[src/rtl/mult_hilo_unit_pkg.sv]
// Shared definitions for the MULT/MULTU HI/LO unit and its sign/magnitude helper.
package mult_hilo_unit_pkg;

    localparam int DATA_W          = 16;
    localparam int PROD_W          = 32;
    // Default cycles from the multiplier start pulse until its product is valid.
    localparam int MUL_LATENCY_DEF = 34;

    typedef enum logic [1:0] {
        IDLE    = 2'd0,
        START   = 2'd1,
        WAIT    = 2'd2,
        CAPTURE = 2'd3
    } state_t;

endpackage

[src/rtl/mult_hilo_unit_sign_mag.sv]
// Combinational absolute value of a 16-bit operand plus its effective sign.
// The most negative value 0x8000 maps to magnitude 0x8000, read as unsigned.
module sign_mag16
    import mult_hilo_unit_pkg::*;
(
    input  logic [DATA_W-1:0] val,
    input  logic              is_signed,
    output logic [DATA_W-1:0] mag,
    output logic              sign
);

    assign sign = is_signed & val[DATA_W-1];
    assign mag  = sign ? (~val + 1'b1) : val;

endmodule

[src/rtl/mult_hilo_unit.sv]
// MULT/MULTU front/back end around the sequential 16x16 shift-add multiplier.
// Operands are converted to magnitudes, the multiplier is started and timed with
// a fixed latency counter, then the sign is re-applied and the product written
// to HI/LO. Optional build macro MULT_ACC_EN adds the acc input (MADD/MADDU).
module mult_hilo_unit
    import mult_hilo_unit_pkg::*;
#(
    parameter int MUL_LATENCY = MUL_LATENCY_DEF,  // min 2
    parameter int CNT_W       = 6                 // 2**CNT_W must exceed MUL_LATENCY
)(
    input  logic              Clk,
    input  logic              Reset,
    input  logic              req,
    input  logic              signed_op,
    input  logic [DATA_W-1:0] op_a,
    input  logic [DATA_W-1:0] op_b,
`ifdef MULT_ACC_EN
    input  logic              acc,
`endif
    output logic              busy,
    output logic              done,
    output logic [DATA_W-1:0] hi,
    output logic [DATA_W-1:0] lo,
    output logic [DATA_W-1:0] mul_a,
    output logic [DATA_W-1:0] mul_b,
    output logic              mul_st,
    input  logic [PROD_W-1:0] mul_p
);

    localparam logic [CNT_W-1:0] CNT_LOAD = CNT_W'(MUL_LATENCY - 1);

    state_t             state, state_n;
    logic [CNT_W-1:0]   cnt;
    logic               neg;
    logic [DATA_W-1:0]  mag_a, mag_b;
    logic               sign_a, sign_b;
    logic [PROD_W-1:0]  result;
    logic [PROD_W-1:0]  hilo_n;
    logic               accept;
`ifdef MULT_ACC_EN
    logic               acc_q;
`endif

    sign_mag16 u_sign_a (.val(op_a), .is_signed(signed_op), .mag(mag_a), .sign(sign_a));
    sign_mag16 u_sign_b (.val(op_b), .is_signed(signed_op), .mag(mag_b), .sign(sign_b));

    assign accept = (state == IDLE) && req;

    // Control outputs decode directly from the state, so reset clears them too.
    assign mul_st = (state == START);
    assign done   = (state == CAPTURE);
    assign busy   = (state != IDLE);

    // Re-apply the sign (32-bit wrap keeps a negated zero at zero) and optionally accumulate.
    always_comb begin
        result = neg ? (~mul_p + 1'b1) : mul_p;
        hilo_n = result;
`ifdef MULT_ACC_EN
        if (acc_q) hilo_n = {hi, lo} + result;
`endif
    end

    // Next-state logic: one start cycle, a fixed wait, then a single capture cycle.
    always_comb begin
        // NOTE: assigning a default before the case keeps every path driven, so no latch is inferred.
        state_n = state;
        unique case (state)
            IDLE:    if (req) state_n = START;
            START:   state_n = WAIT;
            WAIT:    if (cnt == '0) state_n = CAPTURE;
            CAPTURE: state_n = IDLE;
            default: state_n = IDLE;
        endcase
    end

    // State register.
    always_ff @(posedge Clk or posedge Reset) begin
        // NOTE: sequential state uses non-blocking assignments so all registers update from pre-edge values.
        if (Reset) state <= IDLE;
        else       state <= state_n;
    end

    // Latency counter: loaded in START, counts down through WAIT.
    always_ff @(posedge Clk or posedge Reset) begin
        if (Reset)                             cnt <= '0;
        else if (state == START)               cnt <= CNT_LOAD;
        else if (state == WAIT && cnt != '0)   cnt <= cnt - 1'b1;
    end

    // Operand latch: magnitudes and result sign are held for the whole operation.
    always_ff @(posedge Clk or posedge Reset) begin
        if (Reset) begin
            mul_a <= '0;
            mul_b <= '0;
            neg   <= 1'b0;
`ifdef MULT_ACC_EN
            acc_q <= 1'b0;
`endif
        end else if (accept) begin
            mul_a <= mag_a;
            mul_b <= mag_b;
            neg   <= sign_a ^ sign_b;
`ifdef MULT_ACC_EN
            acc_q <= acc;
`endif
        end
    end

    // HI/LO registers: written at the end of the CAPTURE cycle, held otherwise.
    always_ff @(posedge Clk or posedge Reset) begin
        if (Reset) begin
            hi <= '0;
            lo <= '0;
        end else if (state == CAPTURE) begin
            hi <= hilo_n[PROD_W-1:DATA_W];
            lo <= hilo_n[DATA_W-1:0];
        end
    end

endmodule

[config.mk]
export PLATFORM = sky130hd
export DESIGN_NAME = mult_hilo_unit
export DESIGN_NICKNAME = d
export VERILOG_FILES = /design/src/rtl/mult_hilo_unit_pkg.sv /design/src/rtl/mult_hilo_unit_sign_mag.sv /design/src/rtl/mult_hilo_unit.sv
export SDC_FILE = /design/constraint.sdc
export NUM_CORES = 1
export LEC_CHECK = 0
export CAP_MARGIN = 40
export CORE_ASPECT_RATIO = 0.8
export CORE_MARGIN = 5
export CORE_UTILIZATION = 40
export CTS_CLUSTER_DIAMETER = 60
export CTS_CLUSTER_SIZE = 10
export DETAILED_ROUTE_END_ITERATION = 7
export PLACE_DENSITY = 0.86
export SLEW_MARGIN = 25
export SYNTH_ARGS = -nofsm -noshare
export SYNTH_HDL_FRONTEND = slang
export SYNTH_SLANG_ARGS = --single-unit
[constraint.sdc]
create_clock -name Clk -period 2.4 [get_ports Clk]
set_input_delay 0.48 -clock Clk [delete_from_list [all_inputs] [get_ports Clk]]
set_output_delay 0.48 -clock Clk [all_outputs]
set_load 0.005 [all_outputs]
* After elaboration in Yosys (flattened, before gate mapping)
Cells that the tools add are included.
Word-level totals: register bits 73, input bits 68, logic and storage cells 38
Cells by class: $add $sub $neg 4, equal/unequal tests 5, muxes and demuxes 8, bitwise logic cells 6, reductions and logical operators 8
Operators by type and width (count):
- $add A16 B1 Y16 const B | 2
- $add A32 B1 Y32 const B | 1
- $mux W16 | 2
- $mux W32 | 1
- $not A16 Y16 | 2
- $not A32 Y32 | 1
- $mux W6 | 2
- $pmux W2 S4 | 1
- $logic_not A6 Y1 | 1
- $reduce_bool A6 Y1 | 1
- $sub A6 B1 Y6 const B | 1
- $eq A2 B2 Y1 const B | 2
- $mux W2 | 2
- $ne A2 B2 Y1 const B | 2
- $reduce_bool A2 Y1 | 2
- $and A1 B1 Y1 | 2
- $eq A2 B1 Y1 const B | 1
- $logic_and A1 B1 Y1 | 2
- $logic_not A2 Y1 | 1
- $reduce_and A2 Y1 | 1
- $xor A1 B1 Y1 | 1

* Logic depth before layout (Yosys ltp)
Gate-level depths: netlist of run 1.
depth in word-level cells 4, depth in mapped cells 7, mapped depth without buffers 7

* By module
From an unflattened synthesis of run 1, not the netlist that was laid out.
Unflattened totals: cell total of the unflattened synthesis 432, area total of the unflattened synthesis 4279.1 um^2
Modules (own cells, without submodules):
- mult_hilo_unit | instances 1, cells an instance 326, area each 3563.4 um^2, sequential area each 1826.8 um^2
- sign_mag16 | instances 2, cells an instance 53, area each 357.8 um^2, sequential area each 0.0 um^2

* Worst setup path before layout of run 1
Ideal clock, no wire load.
path kind input -> register, from input port mul_p[0], to register hi[12], data arrival time 2134 ps, slack 180 ps, cell stages on the path 7, path buffers 0, path through inv_1 ha_1 nor3b_1 nand4_1 or4_1 and3_1 nor3_1
Between the ends: longest elaborated chain between the ends 3
Ends and longest elaborated chain:
- start, declared | RTL line mult_hilo_unit.sv:27 | input logic [PROD_W-1:0] mul_p
- $not A32 Y32 | RTL line mult_hilo_unit.sv:56 | result = neg ? (~mul_p + 1'b1) : mul_p;
- $add A32 B1 Y32 | RTL line mult_hilo_unit.sv:56
- $mux W32 | RTL line mult_hilo_unit.sv:56
- end signal, assigned | RTL line mult_hilo_unit.sv:115 | hi <= hilo_n[PROD_W-1:DATA_W];
- end, declared | RTL line mult_hilo_unit.sv:22 | output logic [DATA_W-1:0] hi,
Every way passes these cells. A chain may end at the register's enable or synchronous reset.

* Worst setup path in the final report of run 1
from input port mul_p[18], to register hi[6]
Same word-level chain as after synthesis.

==> flow_summary.yaml, run 1 <==
run_status:
  run_status: "finished, final reports clean"
sta:
  maxSlewViolCount: 0
  timing_hold_violations_final: 0
  finalSetupViolCount: 0
  max_freq_mhz: 440
  grt_setup_unrepaired: "true"
  final_critical_path_setup_slack_ps: 128
  post-route-min-period_ps: 2270
  worst-slew-pin-transition_ps: 629
  final.period_utilization: 0.947
  finalHoldWorstSlack_ps: 472
  timing.slew.headroom: 0.579
  skew_final_ps: 3.82
clock_tree:
  clkSlewWorstSetupHoldPaths_ps: 60
  clk-insertion-delay-late_ps: 340
  clkSinkCount: 73
  cts-root-buf: "sky130_fd_sc_hd__clkbuf_16"
  htreeDepth: 3
  post_cts_hold_buffer_count: 0
  cts-root-to-sink-buffers: 2
  tritoncts: "done"
  cts_made_buffers: 9
synth:
  seq_total_area_yosys: 0.445
  dominant_cells_by_area_after_synthesis: "sky130_fd_sc_hd__dfrtp_1 (45%), sky130_fd_sc_hd__xor2_1 (7.0%), sky130_fd_sc_hd__xnor2_1 (6.4%)"
  synth_top_flop_cell: "sky130_fd_sc_hd__dfrtp_1"
  netlist-cell-type-count: 37
  synth_edf_count: 0
  syn-cell-area_mm2: 0.00410
  synth_cells: 464
  async_reset_ff_frac: 1.00
  postSynthNetCount: 542
  yosys_register_bits: 73
  yosysTopAreaCell: "sky130_fd_sc_hd__dfrtp_1"
  synth_top_area_frac: 0.445
  yosysWarningCount: 0
  synth_area_per_cell_um2: 8.84
grt:
  grt_max_degree: 74
  grt_usage: 0.200
  first_pass_grt_wire_length_um: 19700
  antenna_found_initial: 0
  globalRouteOverflowTotal: 0
  grt_pass1_vias: 4205
finish:
  final_design_area_no_fill_mm2: 0.00626
  areaGrowthSynthToFinish_pct: 52.5
  layout.nets: 721
  fillerInstances: 849
  most_common_library_cell_in_the_layout_ignoring_fill_and_taps: "sky130_fd_sc_hd__clkdlybuf4s50_1"
  area_of_combinational_cells_with_multiple_inputs_mm2: 0.00214
  mostFrequentLayoutCells: "sky130_fd_sc_hd__clkdlybuf4s50_1 (134), sky130_fd_sc_hd__dfrtp_1 (73), sky130_fd_sc_hd__nor2_1 (58)"
  final_layout_size_suffix_gt1_frac: 0.127
  n_antenna_cell: 0
  layout.core_utilization: 0.618
  ff_latch_area_mm2: 0.00183
detailed_routing:
  met3_wirelength_um: 1250
  detail_route.drc_violations: 0
  dr.max_layer_used: "met4"
  met2WireLength_um: 5390
  drtAntennaViolNets: 0
  drtPass1Iterations: 4
  drtIter0Drc: 275
  met1Wirelength_um: 4890
  post_drt_via_cell_ratio: 5.01
  vias: 3946
  detail_route.wirelength_um: 11700
  wl_per_cell_um: 14.8
floorplanning:
  overall_die_area_mm2: 0.0124
  num_io_pins: 135
  initial_core_util: 0.405
  die-height_um: 101
  std_cell_rows: 33
  chipWidth_um: 123
  core-area_mm2: 0.0101
placed_design:
  dp.final_hpwl_um: 8860
  placer_congestion_estimate: 0.890
  worst_setup_slack_before_clock_tree_synthesis_ps: -304
  postPlaceCellArea_mm2: 0.00596
  i_o_buffers: 134
setup_path:
  critical-path-max-stage-delay_ps: 580
  timing.critical_path.to_type: "flop"
  critical_path_startpoint_category: "input pin"
  path_cells: "clkdlybuf4s50_1 -> or4_1 -> or4_1 -> o41ai_2 -> xor2_1 -> a21oi_1"
  arrival_ps: 2480
  cp_max_fo: 2
  critical-path-top-delay-family: "simple AND/OR/NAND/NOR gates"
  worst_path_buffer_plus_inverter_count: 1
  critPathMostFrequentCell: "sky130_fd_sc_hd__or4_1"
  critPathSlowestCell: "sky130_fd_sc_hd__or4_1"
  rrSetupSlack_ps: 610
  cp_data_required_time_ps: 2610
  crit_path_class: "in -> reg"
pwr:
  power_density_cells_mw_per_mm2: 1030
  cellLeakagePower_nw: 2.62
  irDropWorstVdd_mv: 0.715
run:
  max-cap-violations: 0
worst_hold_path:
  hp-class: "reg -> reg"
## cell families (layout without fill, tap and decap cells)
kind of cell | after synthesis | after routing | share of synthesized area
flip-flops | 73 | 73 | 0.445
buffers and inverters | 42 | 225 | 0.0387
XOR/XNOR | 63 | 63 | 0.135
multiplexers | 5 | 5 | 0.0128
AND/OR/NAND/NOR | 157 | 157 | 0.177
adder cells (fa/ha/maj) | 10 | 10 | 0.0305
AO/OA/AOI/OAI | 114 | 114 | 0.161
## routing by layer
metal | vias to the layer above | track usage
li1 | 1963 | -
met4 | 0 | 0.0587
met2 | 143 | 0.333
met3 | 15 | 0.0937
met1 | 1825 | 0.232
met5 | - | 0
## flip-flops by register name, indices dropped and copies added, names as in the netlist
name / cells
lo: 16
state: 2
cnt: 6
mul_a: 16
mul_b: 16
hi: 16
neg: 1
## worst paths after layout
check | start | endpoint | cells after the start
hold / removal | mul_a[15] | mul_a[15] | 2
max in group asynchronous | Reset | lo[5] | 3
setup / recovery | mul_p[18] | hi[6] | 6
setup reg to reg | state[0] | cnt[5] | 7
min in group asynchronous | Reset | hi[12] | 3
hold reg to reg | mul_a[15] | mul_a[15] | 2
## cells in the mapped netlist (all sizes together), types with 2 or more instances
cell and number:
o31ai 14, mux2 2, or3 2, nand3 2
mux2i 3, clkbuf 15, nand2b 4, or2 3
nand4 3, o21ai 41, nor4 11, nor3 12
nand2 49, xor2 33, xnor2 30, a21oi 42
dfrtp 73, a31oi 6, ha 10, buf 4
inv 23, and3 2, o41ai 6, nor2 58
or4 7
## worst reg2reg max path, stage by stage (launching register included)
cell and delay [ps]:
sky130_fd_sc_hd__dfrtp_1 420, sky130_fd_sc_hd__inv_1 120, sky130_fd_sc_hd__ha_1 190, sky130_fd_sc_hd__inv_1 40, sky130_fd_sc_hd__a31oi_1 480, sky130_fd_sc_hd__nand3_1 180, sky130_fd_sc_hd__xor2_1 180, sky130_fd_sc_hd__nand2b_1 70
## report_power, final
group,switching (mW),total [mW],internal [mW],leakage (nW)
logic,1.35,3.03,1.68,1.63
registers,0.396,2.22,1.82,0.858
clock network,0.496,1.21,0.714,0.135
## cell type report
class                      instances  area share
multi-input combinational        349       0.342
sequential                        73       0.292
timing repair buffer             187       0.282
clock buffer                      11      0.0388
tap                              140      0.0280
inverter                          23      0.0138
clock inverter                     4     0.00320
## per-stage QoR
stage          std cells  TNS, ps  power (mW)
2_1_floorplan        464        0        3.60
3_3_place_gp         771    -1760        5.15
3_5_place_dp         771    -3090        5.28
4_1_cts              786        0        6.54
5_1_grt              787    -9.79        6.98
6_report             787        0        6.46
## what timing repair did
item | 4_1_cts | 5_1_grt
setup endpoints to repair | 0 | 6
buffers inserted | 0 | 1
hold endpoints to repair | 0 | 0
gates resized for setup | 0 | 4
No activity file was read; power rests on OpenSTA's default activity.
==> run 2, diff against run 1 <==
Settings changed: CORE_MARGIN 5 to 4, PLACE_DENSITY 0.86 to 0.8.
==> run 2 against run 1 <==
Combinational power is essentially flat. Register-to-register slack lost 50 ps. Sequential power is essentially flat. Die area shrank 3.6%. First-iteration DRC count shrank 12%. Core utilization grew 2.0 points. Critical path depth is the same. Clock skew shrank 0.58 ps. Via count grew 1.2%. Sequential share of layout area is essentially flat. Worst hold slack gained 4.6 ps. Sequential cell count is the same.
==> flow_summary.yaml, run 2 (same netlist as run 1, synthesis figures left out) <==
floorplanning:
  core-area_mm2: 0.00981
  std_cell_rows: 32
  overall_die_area_mm2: 0.0119
  die-height_um: 98.6
  initial_core_util: 0.418
  num_io_pins: 135
  chipWidth_um: 121
setup_path:
  path_cells: "clkdlybuf4s50_1 -> or4_1 -> or4_1 -> o41ai_2 -> xor2_1 -> a21oi_1"
  timing.critical_path.to_type: "flop"
  critical-path-max-stage-delay_ps: 560
  critical_path_startpoint_category: "input pin"
  crit_path_class: "in -> reg"
  critPathMostFrequentCell: "sky130_fd_sc_hd__or4_1"
  critPathSlowestCell: "sky130_fd_sc_hd__or4_1"
  cp_max_fo: 2
  cp_data_required_time_ps: 2600
  arrival_ps: 2500
  reg2reg_depth: 7
sta:
  post-route-min-period_ps: 2300
  max_freq_mhz: 435
  finalHoldWorstSlack_ps: 477
  final.period_utilization: 0.957
  grt_setup_unrepaired: "false"
  setup_tns_ps: 0
  final_critical_path_setup_slack_ps: 103
  maxSlewViolCount: 0
  skew_final_ps: 3.24
  finalSetupViolCount: 0
  worst-slew-pin-transition_ps: 682
  timing_hold_violations_final: 0
  timing.slew.headroom: 0.543
worst_hold_path:
  worstHoldPathCells: 2
  hp-class: "reg -> reg"
grt:
  globalRouteOverflowTotal: 0
  grt_max_degree: 74
  grt_pass1_vias: 4067
  grt_usage: 0.197
  antenna_found_initial: 0
  first_pass_grt_wire_length_um: 19000
placed_design:
  i_o_buffers: 134
  worst_setup_slack_before_clock_tree_synthesis_ps: -266
  placer_congestion_estimate: 0.920
  postPlaceCellArea_mm2: 0.00595
  dp.final_hpwl_um: 8850
finish:
  layout.nets: 720
  areaGrowthSynthToFinish_pct: 52.6
  mostFrequentLayoutCells: "sky130_fd_sc_hd__clkdlybuf4s50_1 (134), sky130_fd_sc_hd__dfrtp_1 (73), sky130_fd_sc_hd__nor2_1 (58)"
  final_layout_size_suffix_gt1_frac: 0.125
  final_design_area_no_fill_mm2: 0.00626
  n_antenna_cell: 0
  fillerInstances: 798
  most_common_library_cell_in_the_layout_ignoring_fill_and_taps: "sky130_fd_sc_hd__clkdlybuf4s50_1"
detailed_routing:
  vias: 3992
  drtAntennaViolNets: 0
  wl_per_cell_um: 14.8
  drtPass1Iterations: 5
  drtIter0Drc: 241
  detail_route.drc_violations: 0
  post_drt_via_cell_ratio: 5.10
  detail_route.wirelength_um: 11600
run:
  max-cap-violations: 0
run_status:
  run_status: "finished, final reports clean"
clock_tree:
  cts_made_buffers: 9
  clkSinkCount: 73
  cts-root-buf: "sky130_fd_sc_hd__clkbuf_16"
  clkSlewWorstSetupHoldPaths_ps: 60
  clk-insertion-delay-late_ps: 330
  htreeDepth: 3
  tritoncts: "done"
  cts-root-to-sink-buffers: 2
pwr:
  power_density_cells_mw_per_mm2: 1060
  cellLeakagePower_nw: 2.62
  post-layout-total-power_mw: 6.61
  irDropWorstVdd_mv: 0.603
-- run 2: power breakdown --
| group | total, mW | switching (mW) | internal (mW) |
|---|---|---|---|
| combinational | 3.03 | 1.37 | 1.66 |
| clock | 1.37 | 0.510 | 0.857 |
| sequential | 2.21 | 0.390 | 1.82 |
-- run 2: repair_timing --
action | in CTS | in global routing
gates resized for setup | 0 | 1
setup endpoints to repair | 0 | 1
hold buffers | 0 | 0
buffers inserted | 0 | 0
-- run 2: layout make-up --
cell class / instances / area (um^2) / share of cell area
Multi-Input combinational cell: 349 / 2120 / 0.339
Clock inverter: 5 / 53.8 / 0.00860
Clock buffer: 11 / 253 / 0.0404
Inverter: 23 / 86.3 / 0.0138
Timing Repair Buffer: 186 / 1740 / 0.279
Tap cell: 136 / 170 / 0.0272
Sequential cell: 73 / 1830 / 0.292
-- run 2: metrics by stage --
stage	utilization	cells
detailed placement	0.606	767
floorplan	-	464
finish	0.638	783
CTS	0.638	783
global route	0.638	783
global placement	0.606	767
-- run 2: worst paths after layout --
path / startpoint / to / slack, ps
worst max-delay path: mul_p[18] / hi[6] / 100
worst min-delay path: mul_b[5] / mul_b[5] / 480
worst max register to register: state[0] / cnt[5] / 560
worst min register to register: mul_b[5] / mul_b[5] / 480
max in group asynchronous: Reset / lo[2] / 1540
min in group asynchronous: Reset / state[1] / 560
-- run 2: per-layer routing --
metal / up-vias / part of all wire / track usage
li1: 1958 / - / -
met1: 1852 / 0.43 / 0.233
met2: 162 / 0.47 / 0.330
met3: 20 / 0.085 / 0.0711
met4: 0 / 0.018 / 0.0741
met5: - / 0 / 0
-- run 2: critical path, delay by kind of cell --
| kind | cells | cell delay, ps |
|---|---|---|
| and+or+nand+nor | 2 | 1080 |
| buffers and inverters | 1 | 420 |
| AOI/OAI and AO/OA | 2 | 340 |
| xor gates and xnor gates | 1 | 170 |
==> run 3, diff against run 2 <==
Settings changed: PLACE_DENSITY 0.8 to 0.77.
Clock period 2.4 ns to 2.8 ns, I/O delays scaled along.
==> run 3 against run 2 <==
Critical path depth up 1. Power down 16%. First-iteration DRC count up 19%. Cell area down 3.9%. Combinational power down 16%. Highest routed layer unchanged.
==> flow_summary.yaml, run 3 (same netlist as run 1, synthesis figures left out) <==
run_status:
  run_status: "finished, final reports clean"
finish:
  most_common_library_cell_in_the_layout_ignoring_fill_and_taps: "sky130_fd_sc_hd__clkdlybuf4s50_1"
  fillerInstances: 847
  area_of_combinational_cells_with_multiple_inputs_mm2: 0.00212
  n_antenna_cell: 0
  final_layout_size_suffix_gt1_frac: 0.0795
  layout.nets: 689
  ff_latch_area_mm2: 0.00183
  layoutNonFillerInstCount: 752
  mostFrequentLayoutCells: "sky130_fd_sc_hd__clkdlybuf4s50_1 (134), sky130_fd_sc_hd__dfrtp_1 (73), sky130_fd_sc_hd__nor2_1 (58)"
  areaGrowthSynthToFinish_pct: 46.6
worst_hold_path:
  hold_path_startpoint: "mul_b[3]"
  hp-class: "reg -> reg"
detailed_routing:
  drtAntennaViolNets: 0
  drtPass1Iterations: 4
  vias: 3860
  post_drt_via_cell_ratio: 5.13
  drtIter0Drc: 286
  detail_route.drc_violations: 0
  wl_per_cell_um: 14.8
  detail_route.wirelength_um: 11200
floorplanning:
  die-height_um: 98.6
  initial_core_util: 0.418
  num_io_pins: 135
  std_cell_rows: 32
  core-area_mm2: 0.00981
  overall_die_area_mm2: 0.0119
  chipWidth_um: 121
grt:
  grt_pass1_vias: 3844
  globalRouteOverflowTotal: 0
  first_pass_grt_wire_length_um: 18500
  grt_usage: 0.190
  grt_max_degree: 74
  antenna_found_initial: 0
clock_tree:
  htreeDepth: 3
  cts-root-to-sink-buffers: 2
  post-cts-setup-buffers: 0
  clk-insertion-delay-late_ps: 330
  post_cts_hold_buffer_count: 0
  clkSlewWorstSetupHoldPaths_ps: 60
  clkSinkCount: 73
  postCtsResizedCells: 0
  cts_made_buffers: 9
  cts-root-buf: "sky130_fd_sc_hd__clkbuf_16"
  tritoncts: "done"
sta:
  worst-slew-pin-transition_ps: 642
  skew_final_ps: 7.85
  final.period_utilization: 0.899
  timing.slew.headroom: 0.572
  grt_setup_unrepaired: "false"
  post-route-min-period_ps: 2520
  finalHoldWorstSlack_ps: 482
  timing_hold_violations_final: 0
  max_freq_mhz: 397
  finalSetupViolCount: 0
  maxSlewViolCount: 0
pwr:
  post-layout-total-power_mw: 5.59
  irDropWorstVdd_mv: 0.448
  power_density_cells_mw_per_mm2: 929
  cellLeakagePower_nw: 2.47
setup_path:
  crit-reg2reg-launch: "state[0]"
  crit_path_class: "in -> reg"
  crit_start: "mul_p[0]"
  timing.critical_path.to_type: "flop"
  cp_max_fo: 6
  critical_path_startpoint_category: "input pin"
  cp_data_required_time_ps: 2980
  arrival_ps: 2700
placed_design:
  placed_cells_incl_taps: 736
  dp.final_hpwl_um: 8510
  i_o_buffers: 134
  placer_congestion_estimate: 0.829
run:
  max-cap-violations: 0
==> run 3: changes by cell type in the layout (fill, tap and decap cells not counted) <==
cell	delta
sky130_fd_sc_hd__buf_4	-31
sky130_fd_sc_hd__clkbuf_8	-2
sky130_fd_sc_hd__clkinv_4	+2
sky130_fd_sc_hd__or4_1	+1
sky130_fd_sc_hd__or4_4	-1
==> run 3: per-layer routing <==
metal  part of all wire  vias to the layer above  global-route usage
li1                   -                     1890                   -
met1               0.43                     1801               0.240
met2               0.47                      146               0.307
met3              0.093                       23              0.0740
met4              0.015                        0              0.0482
met5                  0                        -                   0
==> run 3: per-stage QoR <==
step           TNS (ps)  instance area (um^2)   util  setup slack, ps
2_1_floorplan         0                  4100      -              387
3_3_place_gp          0                  5720  0.583             47.6
3_5_place_dp       -155                  5720  0.583            -55.8
4_1_cts               0                  6010  0.613              283
5_1_grt               0                  6010  0.613             24.8
6_report              0                  6010  0.613              281
==> run 3: path summary, 6_finish.rpt <==
path                       endpoint  slack (ps)  cells past startpoint
setup / recovery              hi[7]         280                      7
hold / removal             mul_b[3]         480                      2
setup reg to reg             hi[15]         910                      6
hold reg to reg            mul_b[3]         480                      2
max in group asynchronous    lo[13]        1850                      3
min in group asynchronous  state[1]         640                      3
==> run 3: layout make-up <==
cell class                      instances  share of cell area
Multi-Input combinational cell        349               0.353
Sequential cell                        73               0.304
Timing Repair Buffer                  155               0.251
Clock buffer                            9              0.0375
Tap cell                              136              0.0283
Inverter                               23              0.0144
Clock inverter                          7              0.0119
==> run 3: critical path, cell delays in order <==
cell                              delay, ps
sky130_fd_sc_hd__clkdlybuf4s50_1        490
sky130_fd_sc_hd__nor4_1                 470
sky130_fd_sc_hd__nand4_1                340
sky130_fd_sc_hd__buf_4                  250
sky130_fd_sc_hd__o31ai_1                340
sky130_fd_sc_hd__xor2_1                 170
sky130_fd_sc_hd__a21oi_1                 80
==> run 3: where the power goes <==
part | leakage, nW | internal, mW | total, mW | switching (mW)
logic | 1.46 | 1.40 | 2.54 | 1.14
clock network | 0.149 | 0.689 | 1.14 | 0.455
registers | 0.858 | 1.56 | 1.90 | 0.338
